### config.mk
export PLATFORM = sky130hd
export DESIGN_NAME = urv_iram_port_arb_flat
export DESIGN_NICKNAME = d
export VERILOG_FILES = /design/src/rtl/urv_iram_port_arb_pkg.sv /design/src/rtl/urv_iram_port_arb_if.sv /design/src/rtl/urv_arb2.sv /design/src/rtl/urv_iram_port_arb.sv /design/src/flat_wrapper.sv
export SDC_FILE = /design/constraint.sdc
export NUM_CORES = 1
export LEC_CHECK = 0
export CORE_AREA = 2 2 120 122
export CTS_BUF_LIST = sky130_fd_sc_hd__clkbuf_8
export DETAILED_ROUTE_END_ITERATION = 6
export DIE_AREA = 0 0 122 124
export GPL_TIMING_DRIVEN = 0
export PLACE_DENSITY = 0.61
export REMOVE_ABC_BUFFERS = 1
export SETUP_SLACK_MARGIN = 0.4
export SYNTH_ARGS = -nofsm -noshare
export SYNTH_HDL_FRONTEND = slang
export SYNTH_SLANG_ARGS = --single-unit
### constraint.sdc
create_clock -name clk_i -period 2.2 [get_ports clk_i]
set_input_delay 0.44 -clock clk_i [delete_from_list [all_inputs] [get_ports clk_i]]
set_output_delay 0.44 -clock clk_i [all_outputs]
set_load 0.02 [all_outputs]
### src/rtl/urv_iram_port_arb_pkg.sv
// Shared types and helpers for the port-B instruction/data RAM arbiter.
package urv_iram_port_arb_pkg;

  // Owner of the read whose data returns in the following cycle.
  typedef enum logic [1:0] {
    RdNone = 2'd0,
    RdCpu  = 2'd1,
    RdHost = 2'd2
  } rd_owner_e;

  // Starvation counter width; at least one bit so a zero limit stays legal.
  function automatic int unsigned cnt_width(input int unsigned limit);
    return (limit == 0) ? 1 : $clog2(limit + 1);
  endfunction

endpackage

### src/rtl/urv_iram_port_arb_if.sv
// Bus bundle for the port-B arbiter: CPU side, host side and RAM port B.
interface urv_iram_port_arb_if #(
  parameter int unsigned g_addr_width = 32
);
  logic                    cpu_req_i;
  logic                    cpu_we_i;
  logic [g_addr_width-1:0] cpu_addr_i;
  logic [3:0]              cpu_bwe_i;
  logic [31:0]             cpu_data_i;
  logic                    cpu_gnt_o;
  logic                    cpu_rvalid_o;
  logic [31:0]             cpu_rdata_o;

  logic                    host_req_i;
  logic                    host_we_i;
  logic [g_addr_width-1:0] host_addr_i;
  logic [3:0]              host_bwe_i;
  logic [31:0]             host_data_i;
  logic                    host_gnt_o;
  logic                    host_rvalid_o;
  logic [31:0]             host_rdata_o;
  logic                    host_lock_i;

  logic                    ram_en_o;
  logic                    ram_we_o;
  logic [g_addr_width-1:0] ram_addr_o;
  logic [3:0]              ram_bwe_o;
  logic [31:0]             ram_data_o;
  logic [31:0]             ram_q_i;

  // Arbiter side.
  modport slave (
    input  cpu_req_i, cpu_we_i, cpu_addr_i, cpu_bwe_i, cpu_data_i,
    output cpu_gnt_o, cpu_rvalid_o, cpu_rdata_o,
    input  host_req_i, host_we_i, host_addr_i, host_bwe_i, host_data_i, host_lock_i,
    output host_gnt_o, host_rvalid_o, host_rdata_o,
    output ram_en_o, ram_we_o, ram_addr_o, ram_bwe_o, ram_data_o,
    input  ram_q_i
  );

  // Requester / RAM side.
  modport master (
    output cpu_req_i, cpu_we_i, cpu_addr_i, cpu_bwe_i, cpu_data_i,
    input  cpu_gnt_o, cpu_rvalid_o, cpu_rdata_o,
    output host_req_i, host_we_i, host_addr_i, host_bwe_i, host_data_i, host_lock_i,
    input  host_gnt_o, host_rvalid_o, host_rdata_o,
    input  ram_en_o, ram_we_o, ram_addr_o, ram_bwe_o, ram_data_o,
    output ram_q_i
  );

endinterface

### src/rtl/urv_arb2.sv
// Two-way fixed-priority arbiter: the high requester wins unless the low
// requester has been denied g_starve_limit consecutive cycles. Lock blocks
// the low requester entirely and freezes its starvation count.
module urv_arb2
  import urv_iram_port_arb_pkg::*;
#(
  parameter int unsigned g_starve_limit = 8
) (
  input  logic       clk_i,
  input  logic       rst_n_i,
  input  logic       req_hi,
  input  logic       req_lo,
  input  logic       lock,
  output logic [1:0] gnt    // [0] high requester, [1] low requester
);

  localparam int unsigned     CntW  = cnt_width(g_starve_limit);
  localparam logic [CntW-1:0] Limit = CntW'(g_starve_limit);

  logic [CntW-1:0] cnt_q, cnt_d;
  logic            at_limit;
  logic            lo_win;
  logic            hi_win;

  // Winner selection and starvation counter next state.
  always_comb begin
    at_limit = (g_starve_limit != 0) && (cnt_q == Limit);
    // Grants are forced low while reset is held.
    lo_win   = rst_n_i && req_lo && !lock && (!req_hi || at_limit);
    hi_win   = rst_n_i && req_hi && !lo_win;
    gnt      = {lo_win, hi_win};

    cnt_d = cnt_q;
    if (lo_win) begin
      cnt_d = '0;
    end else if (req_lo && !lock && (cnt_q != Limit)) begin
      cnt_d = cnt_q + CntW'(1);
    end
  end

  // Starvation counter register.
  always_ff @(posedge clk_i or negedge rst_n_i) begin
    if (!rst_n_i) begin
      cnt_q <= '0;
    end else begin
      cnt_q <= cnt_d;
    end
  end

endmodule

### src/rtl/urv_iram_port_arb.sv
// Port-B arbiter between CPU data accesses and the host loader. Muxes the
// winner onto RAM port B and routes read data back one cycle later.
module urv_iram_port_arb
  import urv_iram_port_arb_pkg::*;
#(
  parameter int unsigned g_starve_limit = 8,
  parameter int unsigned g_addr_width   = 32
) (
  input logic               clk_i,
  input logic               rst_n_i,
  urv_iram_port_arb_if.slave bus
);

  logic [1:0]              gnt;
  logic [g_addr_width-1:0] addr_mux;
  rd_owner_e               rd_owner_q, rd_owner_d;

  urv_arb2 #(
    .g_starve_limit(g_starve_limit)
  ) u_arb (
    .clk_i  (clk_i),
    .rst_n_i(rst_n_i),
    .req_hi (bus.host_req_i),
    .req_lo (bus.cpu_req_i),
    .lock   (bus.host_lock_i),
    .gnt    (gnt)
  );

  // Grant outputs and RAM port mux; host fields are the idle default.
  always_comb begin
    bus.host_gnt_o = gnt[0];
    bus.cpu_gnt_o  = gnt[1];
    bus.ram_en_o   = |gnt;
    bus.ram_we_o   = 1'b0;
    addr_mux       = bus.host_addr_i;
    bus.ram_bwe_o  = bus.host_bwe_i;
    bus.ram_data_o = bus.host_data_i;
    if (gnt[1]) begin
      bus.ram_we_o   = bus.cpu_we_i;
      addr_mux       = bus.cpu_addr_i;
      bus.ram_bwe_o  = bus.cpu_bwe_i;
      bus.ram_data_o = bus.cpu_data_i;
    end else if (gnt[0]) begin
      bus.ram_we_o = bus.host_we_i;
    end
    bus.ram_addr_o = addr_mux;
  end

  // Next read owner: whoever was granted a read this cycle.
  always_comb begin
    rd_owner_d = RdNone;
    if (gnt[1] && !bus.cpu_we_i) begin
      rd_owner_d = RdCpu;
    end else if (gnt[0] && !bus.host_we_i) begin
      rd_owner_d = RdHost;
    end
  end

  // Read owner register; reset drops any pending read return.
  always_ff @(posedge clk_i or negedge rst_n_i) begin
    if (!rst_n_i) begin
      rd_owner_q <= RdNone;
    end else begin
      rd_owner_q <= rd_owner_d;
    end
  end

  // Read data return, zeroed for the non-owner.
  always_comb begin
    bus.cpu_rvalid_o  = (rd_owner_q == RdCpu);
    bus.host_rvalid_o = (rd_owner_q == RdHost);
    bus.cpu_rdata_o   = bus.cpu_rvalid_o ? bus.ram_q_i : 32'h0;
    bus.host_rdata_o  = bus.host_rvalid_o ? bus.ram_q_i : 32'h0;
  end

endmodule

### src/flat_wrapper.sv
// flat-port wrapper written by rule: the top's interface ports become plain ports
module urv_iram_port_arb_flat import urv_iram_port_arb_pkg::*;
#(
  parameter int unsigned g_starve_limit = 8,
  parameter int unsigned g_addr_width   = 32
)
  (clk_i, rst_n_i, bus_cpu_req_i, bus_cpu_we_i, bus_cpu_addr_i, bus_cpu_bwe_i, bus_cpu_data_i, bus_cpu_gnt_o, bus_cpu_rvalid_o, bus_cpu_rdata_o, bus_host_req_i, bus_host_we_i, bus_host_addr_i, bus_host_bwe_i, bus_host_data_i, bus_host_lock_i, bus_host_gnt_o, bus_host_rvalid_o, bus_host_rdata_o, bus_ram_en_o, bus_ram_we_o, bus_ram_addr_o, bus_ram_bwe_o, bus_ram_data_o, bus_ram_q_i);
  urv_iram_port_arb_if #(.g_addr_width(g_addr_width)) bus_i ();
  input logic clk_i;
  input logic rst_n_i;
  input wire logic [$bits(bus_i.cpu_req_i)-1:0] bus_cpu_req_i;
  input wire logic [$bits(bus_i.cpu_we_i)-1:0] bus_cpu_we_i;
  input wire logic [$bits(bus_i.cpu_addr_i)-1:0] bus_cpu_addr_i;
  input wire logic [$bits(bus_i.cpu_bwe_i)-1:0] bus_cpu_bwe_i;
  input wire logic [$bits(bus_i.cpu_data_i)-1:0] bus_cpu_data_i;
  output wire logic [$bits(bus_i.cpu_gnt_o)-1:0] bus_cpu_gnt_o;
  output wire logic [$bits(bus_i.cpu_rvalid_o)-1:0] bus_cpu_rvalid_o;
  output wire logic [$bits(bus_i.cpu_rdata_o)-1:0] bus_cpu_rdata_o;
  input wire logic [$bits(bus_i.host_req_i)-1:0] bus_host_req_i;
  input wire logic [$bits(bus_i.host_we_i)-1:0] bus_host_we_i;
  input wire logic [$bits(bus_i.host_addr_i)-1:0] bus_host_addr_i;
  input wire logic [$bits(bus_i.host_bwe_i)-1:0] bus_host_bwe_i;
  input wire logic [$bits(bus_i.host_data_i)-1:0] bus_host_data_i;
  input wire logic [$bits(bus_i.host_lock_i)-1:0] bus_host_lock_i;
  output wire logic [$bits(bus_i.host_gnt_o)-1:0] bus_host_gnt_o;
  output wire logic [$bits(bus_i.host_rvalid_o)-1:0] bus_host_rvalid_o;
  output wire logic [$bits(bus_i.host_rdata_o)-1:0] bus_host_rdata_o;
  output wire logic [$bits(bus_i.ram_en_o)-1:0] bus_ram_en_o;
  output wire logic [$bits(bus_i.ram_we_o)-1:0] bus_ram_we_o;
  output wire logic [$bits(bus_i.ram_addr_o)-1:0] bus_ram_addr_o;
  output wire logic [$bits(bus_i.ram_bwe_o)-1:0] bus_ram_bwe_o;
  output wire logic [$bits(bus_i.ram_data_o)-1:0] bus_ram_data_o;
  input wire logic [$bits(bus_i.ram_q_i)-1:0] bus_ram_q_i;
  assign bus_i.cpu_req_i = bus_cpu_req_i;
  assign bus_i.cpu_we_i = bus_cpu_we_i;
  assign bus_i.cpu_addr_i = bus_cpu_addr_i;
  assign bus_i.cpu_bwe_i = bus_cpu_bwe_i;
  assign bus_i.cpu_data_i = bus_cpu_data_i;
  assign bus_cpu_gnt_o = bus_i.cpu_gnt_o;
  assign bus_cpu_rvalid_o = bus_i.cpu_rvalid_o;
  assign bus_cpu_rdata_o = bus_i.cpu_rdata_o;
  assign bus_i.host_req_i = bus_host_req_i;
  assign bus_i.host_we_i = bus_host_we_i;
  assign bus_i.host_addr_i = bus_host_addr_i;
  assign bus_i.host_bwe_i = bus_host_bwe_i;
  assign bus_i.host_data_i = bus_host_data_i;
  assign bus_i.host_lock_i = bus_host_lock_i;
  assign bus_host_gnt_o = bus_i.host_gnt_o;
  assign bus_host_rvalid_o = bus_i.host_rvalid_o;
  assign bus_host_rdata_o = bus_i.host_rdata_o;
  assign bus_ram_en_o = bus_i.ram_en_o;
  assign bus_ram_we_o = bus_i.ram_we_o;
  assign bus_ram_addr_o = bus_i.ram_addr_o;
  assign bus_ram_bwe_o = bus_i.ram_bwe_o;
  assign bus_ram_data_o = bus_i.ram_data_o;
  assign bus_i.ram_q_i = bus_ram_q_i;
  urv_iram_port_arb #(.g_starve_limit(g_starve_limit), .g_addr_width(g_addr_width)) u_core (.clk_i(clk_i), .rst_n_i(rst_n_i), .bus(bus_i));
endmodule
# After elaboration in Yosys (flattened, before gate mapping)
# Index checks and enable logic that the tools add are counted.
# word_totals
ff_bits,6
in_bits,175
out_inout_bits,138
elab_cells,35
# classes
add_sub_neg,1
eq_ne,4
mux,11
n_reduce_logical,17
# op_table
cell,n
$mux 32,4
$mux 4,3
$logic_and 1x1->1,9
$logic_not 1->1,5
$add 4x1->4 const B,1
$eq 4x4->1 const B,1
$mux 2,2
$ne 4x4->1 const B,1
$eq 2x1->1 const B,1
$eq 2x2->1 const B,1
$mux 1,2
$reduce_bool 2->1,1
$reduce_or 2->1,1
$logic_or 1x1->1,1

# Depth between registers and ports, before layout
# logic_depth
ltp_word,8
depth_mapped,7
mapped_depth_nobuf,5

# Modules after synthesis
# Synthesis repeated with hierarchy kept, for this count alone.
# unflattened
hier_cells,187
hier_area_um2,2008.2
# modules_own_cells
mod,n_inst,cells_per_inst,area_each_um2,seq_area_each_um2
urv_iram_port_arb,1,156,1692.9,50.0
urv_arb2,1,31,315.3,100.1

# Least setup slack after synthesis
# No wires, ideal clock.
# synth_timing
kind,reg2out
startpoint,reg u_core.u_arb.cnt_q[0]
endpoint,out bus_ram_data_o[18]
t_arrival_ps,1631
required_ps,1760
path_slack_ps,129
path_stages_with_launch,8
n_path_buf,2
cell_sequence,dfrtp_1 inv_1 ha_1 and3b_1 o211a_1 buf_6 buf_8 mux2_4
# synth_between
elab_chain_cells,4
# synth_rtl
element,line_no,text
start: declaration,urv_arb2.sv:20,"logic [CntW-1:0] cnt_q, cnt_d;"
start signal: assignment,urv_arb2.sv:46,cnt_q <= cnt_d;
$eq 4x4->1,urv_arb2.sv:27,at_limit = (g_starve_limit != 0) && (cnt_q == Limit);
$logic_or 1x1->1,urv_arb2.sv:29,lo_win = rst_n_i && req_lo && !lock && (!req_hi || at_limit);
$logic_and 1x1->1,urv_arb2.sv:29,
net bus_cpu_gnt_o,flat_wrapper.sv:16,output wire logic [$bits(bus_i.cpu_gnt_o)-1:0] bus_cpu_gnt_o;
$mux 32,urv_iram_port_arb.sv:38,if (gnt[1]) begin
end: declaration,flat_wrapper.sv:32,output wire logic [$bits(bus_i.ram_data_o)-1:0] bus_ram_data_o;
# The timed path passes the listed nets, and every way through them passes these cells.

# Final worst setup path
# layout_timing
startpoint,reg u_core.u_arb.cnt_q[0]
endpoint,out bus_ram_data_o[6]
# layout_between
elab_chain_cells,4
# layout_rtl
element,line_no
$eq 4x4->1,urv_arb2.sv:27
$logic_or 1x1->1,urv_arb2.sv:29
$logic_and 1x1->1,urv_arb2.sv:29
$mux 32,urv_iram_port_arb.sv:38
# No other way between the ends.

==> out/metrics.cfg <==
[run_status]
status = complete, but fails checks
violations = setup timing

[routing]
drtIter0Drc = 21
drc = 0
vias_per_cell = 3.96
wire_per_inst_um = 17.6
wirelength_mm = 12.8
vias = 2878
drtPass1Iterations = 4
antenna_left = 0

[setup_path]
reg2reg_depth = 12
path_class = reg -> out
critPathLaunch = u_core.u_arb.cnt_q[0]
worstReg2RegStart = u_core.u_arb.cnt_q[0]
cp-end-kind = primary output
reg2reg_slack_ns = 0.23
crit_required_ns = 1.76
critPathArrivalTime_ns = 2.12
worstPathMaxFanout = 7
timing.rr.end = u_core.u_arb.cnt_q[1]
crit_path_start_kind = register

[floorplanning]
die_area_sq_um = 15100
die_h_um = 124
die_w_um = 122
fp-row-count = 43
initial_core_util = 0.143
core_sq_um = 13700
io_pins = 313

[clock_tree]
clk_pin_slew_ns = 0.04
h-tree-depth = 1
cts_buffer_depth = 2
cts_root_buf = clkbuf_8
cts_tree = done
cts_buffers = 3
insertion_delay_ns = 0.23
hold_buffers = 0
clock-sinks = 6

[grt]
overflow = 0
grt_max_degree = 18
track_usage = 0.144
grt_pass1_wl_mm = 16.5
grt_pass1_vias = 3018
antenna_found_initial = 0

[logic_synthesis]
synth_mux_area_frac = 0.535
synth_common_cells = 67 x mux2_4, 64 x and2_1, 6 x buf_12, 6 x clkbuf_1, 6 x dfrtp_1
synth_compound_area_frac = 0.0364
yosys.area_share.adder = 0.0128
synth-edff-count = 0
synthSimpleGateAreaFrac = 0.248
ys_seq_area_frac = 0.0766
synthFlopType = dfrtp_1
synth_area_sq_um = 1960
async_reset_ff_frac = 1.00
yosys.area.top_type_share = 0.513
synth.ff_latch_count = 6
synth_warnings = 0
synthTopCellsByArea = mux2_4 51%, and2_1 20%, dfrtp_1 7.7%
synth_xor_area_frac = 0
synth.distinct_cells = 28
syn_inst = 185
yosysMostFrequentCell = mux2_4
syn_area_per_cell_sq_um = 10.6
yosysTopAreaCell = mux2_4
synth_top_family_by_area = multiplexers

[placed_design]
placed_area_sq_um = 5180
dp.cells = 664
io_buffers = 312
dpl.hpwl_mm = 9.30
post-place-ws_ns = -1.40
gp_congestion = 0.775

[layout]
stdcell_count = 726
antenna_cells = 0
regArea_sq_um = 153
multi_input_area_sq_um = 1880
fin_util = 0.454
stdcell_area_sq_um = 6230
area_growth_pct = 218
nets = 725
nFillCells = 1288
drive_gt1_frac = 0.604

[sta]
final.setup.tns_ns = -22.13
worst_slack_ns = -0.364
whs_ns = 0.239
worst_slew_pin_slew_ns = 0.428
hold_viol_final = 0
min_period_over_period = 1.17
fmax_mhz = 390
setup_viol = 69
fin_crit_ns = 2.56
slew_viol_final = 0
rsz0062_at_grt = yes
relSlewSlack = 0.715
fin_skew_ns = 0.00671

[power]
p_per_area_nw_per_um2 = 384
pwr-share-comb = 0.852
sequentialPowerShare = 0.077
clock_power_share = 0.071
irDropWorstVdd_mv = 0.219
finalPower_mw = 2.39
p_int_mw = 1.53
p_switching_mw = 0.861
power.leakage_nw = 2.85
switching_share = 0.360

[worst_hold_path]
hold_class = in -> async

[flow_run]
cap_violations = 0

[registers in the layout, summed over array words and instances (netlist names)]
register,cells
u_core.u_arb.cnt_q,4
u_core.rd_owner_q,2
[power groups by stage]
stage	logic, mW	registers, mW	clock network (mW)
6_report	2.04	0.184	0.170
5_1_grt	2.14	0.188	0.185
4_1_cts	1.87	0.179	0.171
3_5_place_dp	1.35	0.180	0
3_3_place_gp	1.35	0.176	0
2_1_floorplan	0.646	0.170	0
[critical path: stages (launching register included)]
cell,delay [ns]
dfrtp_1,0.36
inv_2,0.06
ha_4,0.15
and3b_2,0.20
o211a_4,0.27
buf_6,0.13
buf_12,0.11
buf_16,0.14
mux2_4,0.32
buf_6,0.14
[cell type report]
cell class	count	share of cell area
Inverter	3	0.00181
Timing Repair Buffer	368	0.629
Clock buffer	3	0.00663
Tap cell	180	0.0361
Multi-Input combinational cell	166	0.302
Sequential cell	6	0.0245
[per-layer routing]
metal / vias to the layer above / part of all wire / GRT usage
met3: 13 / 0.11 / 0.0403
met1: 1294 / 0.32 / 0.142
met5: - / 0 / 0
met2: 195 / 0.56 / 0.294
met4: 0 / 0.017 / 0.0316
li1: 1376 / - / -
[worst max path at each step]
stage,slack (ns),depth (start not counted),to
2_1_floorplan,-1.92,5,bus_ram_data_o[30]
6_report,-0.36,9,bus_ram_data_o[6]
3_5_place_dp,-1.40,5,bus_ram_addr_o[21]
5_1_grt,-0.41,9,bus_ram_data_o[6]
4_1_cts,-0.36,9,bus_ram_data_o[6]
3_3_place_gp,-3.47,4,bus_ram_addr_o[21]
[kinds of logic after synthesis]
group,after synthesis
buffers and inverters,17
multiplexers,71
AND/OR/NAND/NOR,79
AO/OA/AOI/OAI,10
adder cells (fa/ha/maj),2
flip-flops,6
[cell usage in the layout (no fill, tap or decap), drive strengths merged]
| cell | instances |
|---|---|
| and2 | 64 |
| nor3b | 1 |
| buf | 191 |
| a21oi | 1 |
| nor2 | 1 |
| nor2b | 6 |
| a211oi | 1 |
| and3b | 1 |
| dfrtp | 6 |
| a311oi | 1 |
| ha | 2 |
| clkdlybuf4s50 | 170 |
| mux2i | 2 |
| nand2 | 3 |
| nor3 | 1 |
| mux2 | 69 |
| inv | 3 |
| dlygate4sd2 | 3 |
| nand2b | 1 |
| a31oi | 1 |
| a21boi | 2 |
| a22o | 1 |
| clkbuf | 6 |
| nand3b | 1 |
| clkdlybuf4s15 | 1 |
| o21ai | 2 |
| o211a | 3 |
| nand3 | 2 |
[repair_timing]
action | 4_1_cts | 5_1_grt
setup buffers | 40 | 5
endpoints found under the setup margin | 140 | 127
pin swaps | 22 | 12
cloned | 11 | 3
resized for setup | 805 | 93
(Power assumes the default switching activity.)
